==> config.mk <==
export PLATFORM = sky130hd
export DESIGN_NAME = seq_magnitude_comparator
export DESIGN_NICKNAME = d
export VERILOG_FILES = /design/src/rtl/seq_magnitude_comparator.sv
export SDC_FILE = /design/constraint.sdc
export NUM_CORES = 1
export LEC_CHECK = 0
export ABC_CLOCK_PERIOD_IN_PS = 2650
export BUFFER_PORTS_ARGS = -buffer_cell sky130_fd_sc_hd__buf_2
export CAP_MARGIN = 10
export CORE_ASPECT_RATIO = 0.7
export CORE_MARGIN = 10
export CORE_UTILIZATION = 35
export CTS_BUF_LIST = sky130_fd_sc_hd__clkbuf_8
export DETAILED_ROUTE_END_ITERATION = 10
export PLACE_DENSITY_LB_ADDON = 0.08
export SLEW_MARGIN = 20
export SYNTH_ARGS = -nofsm -noshare
export SYNTH_HDL_FRONTEND = slang
export SYNTH_SLANG_ARGS = --single-unit
==> constraint.sdc <==
create_clock -name clk -period 2.65 [get_ports clk]
set_input_delay 0.53 -clock clk [delete_from_list [all_inputs] [get_ports clk]]
set_output_delay 0.53 -clock clk [all_outputs]
set_load 0.01 [all_outputs]
==> src/rtl/seq_magnitude_comparator.sv <==
// ---------------------------------------------------------------------------
// seq_magnitude_comparator
//
// Multi-cycle signed/unsigned magnitude comparator. Operands are compared
// CHUNK bits per cycle, most significant chunk first, stopping at the first
// chunk that differs. Results are registered and presented under a
// start/busy/done handshake.
//
// Parameters
//   WIDTH      operand width in bits (multiple of CHUNK)
//   CHUNK      bits compared per cycle; NCHUNK = WIDTH/CHUNK
//
// Ports
//   clk        clock, all state updates on the rising edge
//   reset      synchronous, active-high; aborts any compare in flight
//   start      request a compare; sampled only when not busy
//   is_signed  1 = two's-complement compare, 0 = unsigned (latched on start)
//   A, B       operands, latched on an accepted start
//   busy       high while comparing
//   done       one-cycle pulse, results valid from this cycle
//   A_lt_B     registered A <  B
//   A_eq_B     registered A == B
//   A_gt_B     registered A >  B
//   min_out    smaller operand (only with CMP_MINMAX_EN, else constant 0)
//   max_out    larger operand  (only with CMP_MINMAX_EN, else constant 0)
//
// Build option
//   CMP_MINMAX_EN  when defined, min_out/max_out are registered on completion;
//                  when undefined they are tied to zero and no WIDTH-wide
//                  result registers exist.
// ---------------------------------------------------------------------------
module seq_magnitude_comparator #(
  parameter int WIDTH = 32,
  parameter int CHUNK = 8
) (
  input  logic             clk,
  input  logic             reset,
  input  logic             start,
  input  logic             is_signed,
  input  logic [WIDTH-1:0] A,
  input  logic [WIDTH-1:0] B,
  output logic             busy,
  output logic             done,
  output logic             A_lt_B,
  output logic             A_eq_B,
  output logic             A_gt_B,
  output logic [WIDTH-1:0] min_out,
  output logic [WIDTH-1:0] max_out
);

  localparam int NCHUNK = WIDTH / CHUNK;
  localparam int IDXW   = (NCHUNK > 1) ? $clog2(NCHUNK) : 1;
  localparam logic [IDXW-1:0] IDX_TOP = IDXW'(NCHUNK - 1);

  typedef enum logic [1:0] {
    S_IDLE,
    S_CMP,
    S_DONE
  } state_t;

  state_t           state_q, state_d;

  logic [WIDTH-1:0] a_q, b_q;
  logic             signed_q;
  logic [IDXW-1:0]  idx_q;
  logic             lt_q, eq_q, gt_q;

  logic             accept;
  logic [WIDTH-1:0] flip;
  logic [WIDTH-1:0] a_ord, b_ord;
  logic [CHUNK-1:0] a_chunk, b_chunk;
  logic             chunk_lt, chunk_gt;
  logic             last_chunk;
  logic             finish;

  // A new compare is taken in IDLE or DONE only; start is ignored in CMP.
  assign accept = (state_q != S_CMP) && start;

  // Chunk datapath. In signed mode the operand MSB is inverted, which maps
  // two's-complement order onto unsigned order. Only the top chunk holds
  // that bit, so flipping the whole vector before slicing is equivalent.
  always_comb begin
    flip            = '0;
    flip[WIDTH-1]   = signed_q;
    a_ord           = a_q ^ flip;
    b_ord           = b_q ^ flip;
    a_chunk         = a_ord[int'(idx_q) * CHUNK +: CHUNK];
    b_chunk         = b_ord[int'(idx_q) * CHUNK +: CHUNK];
    chunk_lt        = (a_chunk < b_chunk);
    chunk_gt        = (a_chunk > b_chunk);
    last_chunk      = (idx_q == '0);
    finish          = chunk_lt || chunk_gt || last_chunk;
  end

  // ---------------------------------------------------------------------
  // FSM: state register
  // ---------------------------------------------------------------------
  always_ff @(posedge clk) begin
    if (reset) begin
      state_q <= S_IDLE;
    end else begin
      state_q <= state_d;
    end
  end

  // ---------------------------------------------------------------------
  // FSM: next-state logic
  // ---------------------------------------------------------------------
  always_comb begin
    state_d = state_q;
    unique case (state_q)
      S_IDLE, S_DONE: begin
        state_d = start ? S_CMP : S_IDLE;
      end
      S_CMP: begin
        state_d = finish ? S_DONE : S_CMP;
      end
      default: begin
        state_d = S_IDLE;
      end
    endcase
  end

  // ---------------------------------------------------------------------
  // FSM: outputs
  // ---------------------------------------------------------------------
  always_comb begin
    busy   = (state_q == S_CMP);
    done   = (state_q == S_DONE);
    A_lt_B = lt_q;
    A_eq_B = eq_q;
    A_gt_B = gt_q;
  end

  // ---------------------------------------------------------------------
  // Operand capture, chunk index and result registers
  // ---------------------------------------------------------------------
  always_ff @(posedge clk) begin
    if (reset) begin
      a_q      <= '0;
      b_q      <= '0;
      signed_q <= 1'b0;
      idx_q    <= '0;
      lt_q     <= 1'b0;
      eq_q     <= 1'b0;
      gt_q     <= 1'b0;
    end else if (accept) begin
      a_q      <= A;
      b_q      <= B;
      signed_q <= is_signed;
      idx_q    <= IDX_TOP;
    end else if (state_q == S_CMP) begin
      if (chunk_lt || chunk_gt) begin
        lt_q <= chunk_lt;
        eq_q <= 1'b0;
        gt_q <= chunk_gt;
      end else if (last_chunk) begin
        lt_q <= 1'b0;
        eq_q <= 1'b1;
        gt_q <= 1'b0;
      end else begin
        idx_q <= idx_q - 1'b1;
      end
    end
  end

`ifdef CMP_MINMAX_EN
  logic [WIDTH-1:0] min_q, max_q;

  // The deciding chunk's order is the overall order, so the terminal
  // chunk result selects min/max directly; equal operands report A twice.
  always_ff @(posedge clk) begin
    if (reset) begin
      min_q <= '0;
      max_q <= '0;
    end else if ((state_q == S_CMP) && finish) begin
      if (chunk_lt) begin
        min_q <= a_q;
        max_q <= b_q;
      end else if (chunk_gt) begin
        min_q <= b_q;
        max_q <= a_q;
      end else begin
        min_q <= a_q;
        max_q <= a_q;
      end
    end
  end

  assign min_out = min_q;
  assign max_out = max_q;
`else
  assign min_out = '0;
  assign max_out = '0;
`endif

endmodule

==> results.py <==
metrics = {
    "timing": {
        "worst_pin_slew_ns": 0.7747,
        "drv_slew": 0,
        "fin_crit_ns": 2.503,
        "slew_headroom": 0.4835,
        "finClkSkew_ns": 0.008272,
        "hold_viol": 0,
        "period_share": 0.9444,
        "hold_slack_ns": 0.4139,
        "timing.fmax_ghz": 0.3996,
        "setup_viol": 0,
    },
    "global_routing": {
        "grt_overflow_total": 0,
        "grt_pass1_vias": 2975,
        "antenna_found_initial": 0,
        "grt_max_degree": 66,
        "grt_pass1_wl_um": 15120,
        "grt_usage": 0.1230,
    },
    "setup_path": {
        "crit-reg2reg-capture": "idx_q[1]$_SDFFE_PP0P_",
        "path_max_fanout": 11,
        "critPathRequiredTime_ns": 2.92,
        "reg2reg_slack_ns": 0.15,
        "start_kind": "flop",
        "cp.arrival_ns": 2.77,
        "timing.rr.start": "idx_q[0]$_SDFFE_PP0P_",
        "worstSetupPathType": "reg -> reg",
        "cp-end-kind": "flop",
        "r2r_cells": 8,
    },
    "floorplan": {
        "dieArea_um2": 14990,
        "fp.dieH_um": 105.5,
        "io_pins": 137,
        "std_cell_rows": 31,
        "core-area_um2": 10280,
        "die_w_um": 142.1,
        "initial_utilization": 0.3556,
    },
    "synth": {
        "synth_area_leaders": "dfxtp_1 (39%), nand2_1 (14%), buf_4 (14%)",
        "yosys_warnings": 0,
        "ys_ff_latch": 72,
        "synth_cell_types": 31,
        "synth_top_area_frac": 0.3944,
        "synth.avg_cell_area_um2": 8.382,
        "syn_area_um2": 3655,
        "yosysSeqAreaShare": 0.3944,
        "syn_inst": 436,
        "synth_largest_area_cell": "dfxtp_1",
    },
    "finish": {
        "regArea_um2": 1443,
        "final_cell_mix": "nand2_1 (132), a21oi_1 (73), buf_2 (72)",
        "drive_gt1_frac": 0.2381,
        "post-route-util": 0.4029,
        "area_growth_pct": 13.32,
        "n_antenna_cell": 0,
        "fill_cells": 1076,
        "nets": 576,
        "multi_input_area_um2": 1829,
        "final_common_cell": "nand2_1",
    },
    "routing": {
        "avgViaCountPerCell": 4.426,
        "routedWlPerCell_um": 14.64,
        "drc": 0,
        "drt-total-wl_um": 9310,
        "drtIter0Drc": 151,
        "detailedRoute.firstPassIterationCount": 4,
        "vias": 2815,
        "postRouteAntennaNets": 0,
    },
    "cts": {
        "cts_tree": "done",
        "clock_latency_ns": 0.35,
        "numCtsBuffers": 9,
        "clockBufferDepth": 2,
        "htreeDepth": 3,
        "clkSinkCount": 72,
        "clk_pin_slew_ns": 0.08,
        "post-cts-setup-buffer-count": 0,
        "cts_root_buf": "clkbuf_8",
        "cts_hold_buffers": 0,
    },
    "outcome": {
        "status": "completed",
    },
    "placement": {
        "port_buffers": 72,
        "gp_congestion": 0.7859,
        "hpwl_um": 7229,
    },
    "hold_path": {
        "hold_path_end": "b_q[13]$_SDFFE_PP0P_",
        "hold_path_depth": 3,
        "hp-start": "B[13]",
        "min_path_type": "in -> reg",
    },
    "pwr": {
        "peakVddDrop_mv": 0.2383,
        "power_density_nw_per_um2": 609.5,
        "p_leak_uw": 0.001819,
    },
    "flow_run": {
        "cap_viol_max_count": 0,
    },
}
==> timing repair <==
action	4_1_cts	5_1_grt
setup endpoints to repair	0	4
resized for setup	0	5
endpoints found under the hold margin	0	0
==> where the power goes <==
part | internal (uW) | switching [uW] | total [uW]
clock network | 409 | 395 | 803
logic | 222 | 300 | 521
registers | 1150 | 46.3 | 1200
total | 1780 | 741 | 2520
==> routing by layer <==
metal | up-vias | wire, um | track usage
met4 | 0 | 53 | 0.02838
met2 | 84 | 4033 | 0.1798
li1 | 1436 | - | -
met3 | 7 | 677 | 0.04529
met1 | 1288 | 4547 | 0.1677
met5 | - | 0 | 0
==> how the worst max path moves through the flow <==
stage	startpoint	to	slack, ns
6_report	idx_q[0]$_SDFFE_PP0P_	idx_q[1]$_SDFFE_PP0P_	0.15
3_5_place_dp	idx_q[0]$_SDFFE_PP0P_	idx_q[1]$_SDFFE_PP0P_	0.13
3_3_place_gp	idx_q[0]$_SDFFE_PP0P_	idx_q[1]$_SDFFE_PP0P_	0.18
4_1_cts	idx_q[0]$_SDFFE_PP0P_	idx_q[1]$_SDFFE_PP0P_	0.09
2_1_floorplan	idx_q[0]$_SDFFE_PP0P_	idx_q[1]$_SDFFE_PP0P_	0.05
5_1_grt	idx_q[0]$_SDFFE_PP0P_	idx_q[1]$_SDFFE_PP0P_	-0.01
==> sequential cells by signal, indices dropped and copies added, names as in the netlist <==
name / flops
b_q: 32
A_gt_B: 1
idx_q: 2
signed_q: 1
A_eq_B: 1
state_q: 2
A_lt_B: 1
a_q: 32
==> logic make-up after synthesis <==
family,synth area share
AOI/OAI and AO/OA,0.1280
buffers and inverters,0.1770
muxes,0.09860
DFF,0.3944
xor gates and xnor gates,0.004794
other,0.001026
adders and majority gates,0.03081
and+or+nand+nor,0.1654
==> synth_stat cells <==
master,number
nor2_1,4
xor2_1,2
nor2b_1,2
o21ai_1,2
conb_1,1
o311ai_4,1
o21ba_1,1
buf_2,10
o31ai_1,1
nand4_1,2
nand2b_1,1
buf_1,1
clkbuf_1,14
or2_1,1
nand2b_2,1
or3_1,1
o21ai_0,2
and2_1,1
nand2_1,133
ha_1,9
nor2b_4,1
buf_4,66
mux4_2,16
o22ai_1,1
nor3b_1,1
a21oi_1,73
nor3_2,1
inv_1,12
dfxtp_1,72
o211a_4,1
a211oi_1,2
==> critical path: stages (launching register included) <==
cell      delay (ns)
dfxtp_1         0.38
buf_12          0.16
mux4_2          0.51
ha_1            0.35
nand4_1         0.21
nor3_4          0.28
o311ai_4        0.17
or2_1           0.23
a21oi_1         0.13
==> through the flow <==
stage	setup WS (ns)	setup TNS [ns]	cells	power, uW	instance area [um2]
6_report	0.1474	0	636	2524	4141
5_1_grt	-0.01160	-0.01160	636	2676	4141
4_1_cts	0.08528	0	636	2541	4114
3_5_place_dp	0.1282	0	620	1728	3929
3_3_place_gp	0.1810	0	620	1720	3929
2_1_floorplan	0.05493	0	499	1637	3891
==> final cells by class <==
cell class                 count  area share
tap                          132     0.03988
inverter                      12     0.01088
clock buffer                  12     0.03988
clock inverter                 4    0.004834
multi-input combinational    324      0.4417
timing repair buffer          80      0.1145
sequential                    72      0.3483
No activity file was read; power rests on OpenSTA's default activity.
